<file path="config.mk">
export PLATFORM = sky130hd
export DESIGN_NAME = branch_resolver_flat
export DESIGN_NICKNAME = d
export VERILOG_FILES = /design/src/rtl/branch_resolver_pkg.sv /design/src/rtl/branch_resolver_if.sv /design/src/rtl/branch_resolver_pred_queue.sv /design/src/rtl/branch_resolver.sv /design/src/flat_wrapper.sv
export SDC_FILE = /design/constraint.sdc
export NUM_CORES = 1
export LEC_CHECK = 0
export CORE_MARGIN = 3
export CORE_UTILIZATION = 45
export CTS_CLUSTER_DIAMETER = 60
export DETAILED_ROUTE_END_ITERATION = 8
export HOLD_SLACK_MARGIN = 0.08
export PLACE_DENSITY = 0.7
export RECOVER_POWER = 50
export SYNTH_ARGS = -nofsm -noshare
export SYNTH_HDL_FRONTEND = slang
export SYNTH_HIERARCHICAL = 1
export SYNTH_SLANG_ARGS = --single-unit
</file>
<file path="constraint.sdc">
create_clock -name clk -period 4.87 [get_ports clk]
set_clock_uncertainty 0.15 [all_clocks]
set_input_delay 0.974 -clock clk [delete_from_list [all_inputs] [get_ports clk]]
set_output_delay 0.974 -clock clk [all_outputs]
set_load 0.03 [all_outputs]
</file>
<file path="src/rtl/branch_resolver_pkg.sv">
// Shared widths, prediction-queue entry layout and compare helpers for the branch resolver.
package branch_resolver_pkg;

  localparam int unsigned INST_ADDR_BUS = 32;

  // Entry layout: {pred, predAddr, predPC}
  localparam int unsigned ENTRY_W  = 65;
  localparam int unsigned PRED_BIT = 64;
  localparam int unsigned ADDR_MSB = 63;
  localparam int unsigned ADDR_LSB = 32;
  localparam int unsigned PC_MSB   = 31;
  localparam int unsigned PC_LSB   = 0;

  typedef logic [INST_ADDR_BUS-1:0] inst_addr_t;

  function automatic logic is_mispredict(input logic       pred,
                                         input inst_addr_t pred_addr,
                                         input logic       taken,
                                         input inst_addr_t target);
    return (taken != pred) || (taken && (target != pred_addr));
  endfunction

  function automatic inst_addr_t correct_pc(input logic       taken,
                                            input inst_addr_t target,
                                            input inst_addr_t pc);
    return taken ? target : pc + inst_addr_t'(4);
  endfunction

endpackage

</file>
<file path="src/rtl/branch_resolver_if.sv">
// Predictor/fetch and branch-execute signals seen by the branch resolver.
interface branch_resolver_if;
  import branch_resolver_pkg::*;

  logic       rdy;
  logic       predOutEn;
  logic       pred;
  inst_addr_t predAddr;
  inst_addr_t predPC;
  logic       qFull;
  logic       exEn;
  logic       exTaken;
  inst_addr_t exTarget;
  logic       BranchEn;
  logic       BranchMisTaken;
  inst_addr_t misTakenAddr;
  logic       clearEn;
  inst_addr_t clearAddr;
  logic [31:0] misCount;

  modport master (
    output rdy, predOutEn, pred, predAddr, predPC, exEn, exTaken, exTarget,
    input  qFull, BranchEn, BranchMisTaken, misTakenAddr, clearEn, clearAddr, misCount
  );

  modport slave (
    input  rdy, predOutEn, pred, predAddr, predPC, exEn, exTaken, exTarget,
    output qFull, BranchEn, BranchMisTaken, misTakenAddr, clearEn, clearAddr, misCount
  );

endinterface

</file>
<file path="src/rtl/branch_resolver_pred_queue.sv">
// In-order FIFO of in-flight predictions with a single-cycle flush.
module branch_resolver_pred_queue #(
  parameter int unsigned Depth = 4,
  parameter int unsigned Width = 65,
  parameter int unsigned IdxW  = 2
) (
  input  logic             clk,
  input  logic             rst,
  input  logic             en,
  input  logic             push,
  input  logic             pop,
  input  logic             flush,
  input  logic [Width-1:0] wdata,
  output logic [Width-1:0] rdata,
  output logic             full,
  output logic             empty
);

  localparam logic [IdxW:0] DepthC = (IdxW + 1)'(Depth);

  logic [Width-1:0] mem_q [Depth];
  logic [IdxW-1:0]  head_q, tail_q;
  logic [IdxW:0]    count_q;
  logic             push_ok, pop_ok;

  assign full    = (count_q == DepthC);
  assign empty   = (count_q == '0);
  assign push_ok = push && !full;
  assign pop_ok  = pop && !empty;
  assign rdata   = mem_q[head_q];

  always_ff @(posedge clk) begin
    if (rst) begin
      head_q  <= '0;
      tail_q  <= '0;
      count_q <= '0;
    end else if (en) begin
      if (flush) begin
        head_q  <= '0;
        tail_q  <= '0;
        count_q <= '0;
      end else begin
        if (push_ok) tail_q <= tail_q + 1'b1;
        if (pop_ok)  head_q <= head_q + 1'b1;
        unique case ({push_ok, pop_ok})
          2'b10:   count_q <= count_q + 1'b1;
          2'b01:   count_q <= count_q - 1'b1;
          default: count_q <= count_q;
        endcase
      end
    end
  end

  // Storage needs no reset: only entries between head and tail are ever read.
  always_ff @(posedge clk) begin
    if (!rst && en && push_ok && !flush) begin
      mem_q[tail_q] <= wdata;
    end
  end

endmodule

</file>
<file path="src/rtl/branch_resolver.sv">
// Matches queued predictions against resolved branches; drives predictor update and redirect.
module branch_resolver
  import branch_resolver_pkg::*;
#(
  parameter int unsigned QDEPTH = 4,
  parameter int unsigned QIDX   = 2
) (
  input logic               clk,
  input logic               rst,
  branch_resolver_if.slave  bus
);

  logic [ENTRY_W-1:0] head_entry;
  logic               q_full, q_empty;
  logic               resolve, mispred;
  inst_addr_t         head_pc, head_addr, fix_pc;

  logic        branch_en_q, mis_taken_q, clear_en_q;
  inst_addr_t  mis_addr_q, clear_addr_q;
  logic [31:0] mis_count_q;

  assign head_pc   = head_entry[PC_MSB:PC_LSB];
  assign head_addr = head_entry[ADDR_MSB:ADDR_LSB];
  assign resolve   = bus.rdy && bus.exEn && !q_empty;
  assign mispred   = is_mispredict(head_entry[PRED_BIT], head_addr, bus.exTaken, bus.exTarget);
  assign fix_pc    = correct_pc(bus.exTaken, bus.exTarget, head_pc);

  // A mispredict flush also discards any same-cycle push: it is wrong-path.
  branch_resolver_pred_queue #(
    .Depth (QDEPTH),
    .Width (ENTRY_W),
    .IdxW  (QIDX)
  ) u_pred_queue (
    .clk   (clk),
    .rst   (rst),
    .en    (bus.rdy),
    .push  (bus.predOutEn),
    .pop   (resolve),
    .flush (resolve && mispred),
    .wdata ({bus.pred, bus.predAddr, bus.predPC}),
    .rdata (head_entry),
    .full  (q_full),
    .empty (q_empty)
  );

  always_ff @(posedge clk) begin
    if (rst) begin
      branch_en_q  <= 1'b0;
      mis_taken_q  <= 1'b0;
      clear_en_q   <= 1'b0;
      mis_addr_q   <= '0;
      clear_addr_q <= '0;
      mis_count_q  <= '0;
    end else if (bus.rdy) begin
      branch_en_q <= resolve;
      clear_en_q  <= resolve && mispred;
      if (resolve) begin
        mis_taken_q  <= mispred;
        mis_addr_q   <= head_pc;
        clear_addr_q <= fix_pc;
        if (mispred && (mis_count_q != '1)) mis_count_q <= mis_count_q + 32'd1;
      end
    end
  end

  assign bus.qFull          = q_full;
  assign bus.BranchEn       = branch_en_q;
  assign bus.BranchMisTaken = mis_taken_q;
  assign bus.misTakenAddr   = mis_addr_q;
  assign bus.clearEn        = clear_en_q;
  assign bus.clearAddr      = clear_addr_q;
  assign bus.misCount       = mis_count_q;

endmodule

</file>
<file path="src/flat_wrapper.sv">
// flat-port wrapper written by rule: the top's interface ports become plain ports
module branch_resolver_flat import branch_resolver_pkg::*;
#(
  parameter int unsigned QDEPTH = 4,
  parameter int unsigned QIDX   = 2
)
  (clk, rst, bus_rdy, bus_predOutEn, bus_pred, bus_predAddr, bus_predPC, bus_exEn, bus_exTaken, bus_exTarget, bus_qFull, bus_BranchEn, bus_BranchMisTaken, bus_misTakenAddr, bus_clearEn, bus_clearAddr, bus_misCount);
  branch_resolver_if bus_i ();
  input logic clk;
  input logic rst;
  input wire logic [$bits(bus_i.rdy)-1:0] bus_rdy;
  input wire logic [$bits(bus_i.predOutEn)-1:0] bus_predOutEn;
  input wire logic [$bits(bus_i.pred)-1:0] bus_pred;
  input wire logic [$bits(bus_i.predAddr)-1:0] bus_predAddr;
  input wire logic [$bits(bus_i.predPC)-1:0] bus_predPC;
  input wire logic [$bits(bus_i.exEn)-1:0] bus_exEn;
  input wire logic [$bits(bus_i.exTaken)-1:0] bus_exTaken;
  input wire logic [$bits(bus_i.exTarget)-1:0] bus_exTarget;
  output wire logic [$bits(bus_i.qFull)-1:0] bus_qFull;
  output wire logic [$bits(bus_i.BranchEn)-1:0] bus_BranchEn;
  output wire logic [$bits(bus_i.BranchMisTaken)-1:0] bus_BranchMisTaken;
  output wire logic [$bits(bus_i.misTakenAddr)-1:0] bus_misTakenAddr;
  output wire logic [$bits(bus_i.clearEn)-1:0] bus_clearEn;
  output wire logic [$bits(bus_i.clearAddr)-1:0] bus_clearAddr;
  output wire logic [$bits(bus_i.misCount)-1:0] bus_misCount;
  assign bus_i.rdy = bus_rdy;
  assign bus_i.predOutEn = bus_predOutEn;
  assign bus_i.pred = bus_pred;
  assign bus_i.predAddr = bus_predAddr;
  assign bus_i.predPC = bus_predPC;
  assign bus_i.exEn = bus_exEn;
  assign bus_i.exTaken = bus_exTaken;
  assign bus_i.exTarget = bus_exTarget;
  assign bus_qFull = bus_i.qFull;
  assign bus_BranchEn = bus_i.BranchEn;
  assign bus_BranchMisTaken = bus_i.BranchMisTaken;
  assign bus_misTakenAddr = bus_i.misTakenAddr;
  assign bus_clearEn = bus_i.clearEn;
  assign bus_clearAddr = bus_i.clearAddr;
  assign bus_misCount = bus_i.misCount;
  branch_resolver #(.QDEPTH(QDEPTH), .QIDX(QIDX)) u_core (.clk(clk), .rst(rst), .bus(bus_i));
endmodule
</file>
==> summary.md <==
| Metric | Value |
|---|---|
| Outcome | `finished with violations` |
| Failing checks | `max-capacitance violations, max-slew violations` |
| Post-DR wirelength/cell | `22.1 µm` |
| Drt pass-1 iters | `5` |
| Reg2reg path depth | `13` |
| Number of primary I/O pins | `203` |
| Min setup slack post-route | `428 ps` |
| First-pass GRT wire length | `59.4 mm` |
| Synth Net Count | `1199` |
| I/O Buffers | `202` |
| RSZ-0062 raised after global routing | `no` |
| Tot GR Track Use | `21.6%` |
| Async SR Flop Fraction | `0%` |
| WHS Endpoint | `u_core/bus.misTakenAddr[13]` |
| PwrDens | `345 nW/µm²` |
| TritonCTS Buffers | `39` |
| Slew Limit Fails | `70` |
| Clk_lat worst skew | `530 ps` |
| Register clock-pin slew on the reported worst setup and hold paths | `60 ps` |
| Post-synthesis sequential area ratio | `65.3%` |
| H-tree level count | `2` |
| Fmax | `225 MHz` |
| # Post-CTS Setup Buffers | `0` |
| Critical path cell sequence | `buf_4 > buf_4 > mux4_2 > xnor2_1 > nand4_1 > nor4_1 > and4_1 > nand2b_1 > inv_1 > nand2b_1 > nor2_1 > and3_2 > buf_12` |
| Die Wd | `190 µm` |
| Final Hold Vio Count | `0` |
| Final count of negative-setup-slack endpoints | `0` |
| Yosys warns | `6` |
| Layout area overhead | `25.1%` |
| HPWL Detailed | `27.3 mm` |
| Reg-to-reg setup timing slack | `430 ps` |
| TNS Setup | `0 ps` |
| CORE AREA | `32900 µm²` |
| Leak Pwr | `0.00646 µW` |
| CTS tree | `yes` |
| Share of cells above drive strength 1 | `13.8%` |
| Critical Path RT | `4930 ps` |
| Cell area after synthesis | `15300 µm²` |
| Initial antenna violation count | `8` |
| Layout Nets | `1411` |
| Synth Flop Type | `edfxtp_1` |
| CP max-delay cell | `dfxtp_4` |
| Hold Crit Depth | `2` |
| Crit-path max FO | `21` |
| Total grt overflow | `0` |
| DIE AREA | `36200 µm²` |
| Post-detailed-route count of antenna-violating nets | `0` |
| Via density | `5.64` |
| Netlist cell types | `63` |
| CTS Hold Buffers Added | `0` |
| Min Clock Period, post-route | `4440 ps` |
| GPL Wtd Cong | `0.867` |
| Starting Density | `46.3%` |
| Slew Limit Headroom | `-1.47%` |
| Number of synthesized flops with an enable pin | `260` |
| #FFs+latches synth | `368` |
| Cell Rows | `66` |
| Via count | `10000` |
| Worst path arrival time | `4500 ps` |
| Vias in the first global route | `9902` |
| Slew @ Worst Pin | `1520 ps` |
| Cells after synthesis | `1089` |
| Fin crit share | `91.2%` |
| Vert. Die Dim | `190 µm` |
| DRC | `0` |
| Clock root cell | `clkbuf_16` |
| Max Buffers Root-to-Sink | `3` |
| MaxCap Viol Count | `1` |
| Crit end category | `flip-flop` |
| Crit Path Class | `flip-flop to flip-flop` |
| Clk sinks | `368` |
| Detailed Route WL | `39.2 mm` |
| Pre-CTS WS | `451 ps` |
| Largest net degree at the start of global routing | `83` |
| Fill count | `2556` |
| Mapped Avg Cell Area | `14.0 µm²` |
| Gates resized, CTS repair | `0` |
| Worst vdd ir | `0.000218 V` |
| Startpoint Class | `flip-flop` |
| Hold Path Class | `flip-flop to flip-flop` |
| Reg-to-reg endpoint | `u_core/u_pred_queue/mem_q[1][26]` |
| CP max stage delay | `620 ps` |
| Iteration-0 DRC Markers | `893` |
| HP Start | `u_core/bus.misTakenAddr[13]` |
## layout by cell type (no fill, tap or decap), types with 25 or more instances in the layout
cell type | synthesis | routed
nor2_1 | 38 | 38
mux4_2 | 65 | 65
clkdlybuf4s50_1 | 0 | 35
dfxtp_1 | 108 | 106
clkbuf_16 | 0 | 40
nand2_1 | 129 | 129
a21oi_1 | 75 | 75
edfxtp_1 | 260 | 260
xnor2_1 | 46 | 46
nor3_1 | 25 | 25
nand3_1 | 34 | 34
o21ai_0 | 25 | 25
dlygate4sd3_1 | 0 | 165
## routing by layer
metal	vias up	track usage, %	share of wire (%)
met4	4	6.94	3.2
met1	4890	30.1	41
met2	469	34.4	47
li1	4580	-	-
met3	78	4.22	8.7
met5	-	0	0.069
## synthesized netlist by cell type (all sizes together) (3+ instances only)
master | count | area [µm²]
inv | 16 | 60.1
nand2b | 8 | 50.1
buf | 28 | 175
xnor2 | 46 | 403
xor2 | 15 | 131
nand2 | 129 | 484
o211ai | 4 | 30.0
ha | 6 | 75.1
a21oi | 75 | 375
nor4 | 13 | 96.3
mux4 | 65 | 1460
mux2 | 14 | 158
edfxtp | 260 | 7810
nor2 | 39 | 154
or4 | 13 | 97.6
o21ai | 26 | 130
o31ai | 13 | 97.6
and4 | 3 | 26.3
a31oi | 7 | 43.8
a211oi | 7 | 57.6
nand3 | 34 | 170
dfxtp | 108 | 2160
o22ai | 5 | 31.3
clkbuf | 32 | 120
mux2i | 5 | 53.8
nand4 | 23 | 159
and2 | 5 | 31.3
and3 | 19 | 120
nor2b | 14 | 87.6
nor3 | 26 | 135
nand3b | 5 | 37.5
## area by class of cell
class | instances | area (µm²) | share of cell area, %
Antenna cell | 4 | 10.0 | 0.0524
Clock buffer | 54 | 1070 | 5.62
Clock inverter | 17 | 154 | 0.806
Inverter | 17 | 63.8 | 0.334
Multi-Input combinational cell | 644 | 4940 | 25.9
Sequential cell | 368 | 9970 | 52.2
Tap cell | 442 | 553 | 2.90
Timing Repair Buffer | 231 | 2330 | 12.2
## through the flow
stage | power [µW] | utilization, % | cell area (µm²) | hold WS (ps) | instances
2_1_floorplan | 3630 | - | 15300 | 311 | 1089
5_1_grt | 6800 | 58.0 | 19100 | 321 | 1775
4_1_cts | 6660 | 58.0 | 19100 | 308 | 1773
6_report | 6590 | 58.0 | 19100 | 302 | 1777
3_5_place_dp | 3830 | 54.2 | 17900 | 299 | 1702
3_3_place_gp | 3820 | 54.2 | 17900 | 295 | 1702
## critical path: cells and delay by family, from the launching register on
family,cells,cell delay (ps)
multiplexers,1,500
XOR/XNOR,1,200
AND/OR/NAND/NOR,7,1830
flip-flops,1,620
buffers and inverters,4,790
## how the worst max path moves through the flow
stage,start,endpoint,slack (ps),cells after the start
2_1_floorplan,flip-flop,u_core/u_pred_queue/mem_q[0][0],410,14
3_3_place_gp,bus_exTarget[9],u_core/u_pred_queue/mem_q[1][13],440,11
3_5_place_dp,bus_exTarget[9],u_core/u_pred_queue/mem_q[1][10],450,11
4_1_cts,flip-flop,u_core/u_pred_queue/mem_q[1][26],430,13
5_1_grt,flip-flop,u_core/u_pred_queue/mem_q[1][26],140,13
6_report,flip-flop,u_core/u_pred_queue/mem_q[1][26],430,13
## where the power goes
part           internal (µW)  switching [µW]
clock                   1660            1180
combinational            143             199
sequential              3390            16.6
total                   5190            1400
## cells by family (layout without fill, tap and decap cells)
kind of cell    Yosys count  after routing  share of synthesized area, %
compound gates          150            150                          5.86
fa+ha+maj                 7              7                         0.623
mux                      84             84                          11.0
buf+inv                  77            319                          2.35
flops                   368            368                          65.3
xor+xnor                 61             61                          3.50
other cells               0              4                             0
simple gates            342            342                          11.4
## registers in the layout, indices dropped and copies added (netlist names), named ones only
name                         cells
u_core/u_pred_queue/tail_q       2
u_core/u_pred_queue/count_q      3
u_core/bus.clearEn               1
u_core/bus.BranchMisTaken        1
u_core/bus.misCount             32
u_core/u_pred_queue/mem_q      260
u_core/u_pred_queue/head_q       2
u_core/bus.BranchEn              1
u_core/bus.clearAddr            32
u_core/bus.misTakenAddr         32
Power figures use the tool's default switching activity.
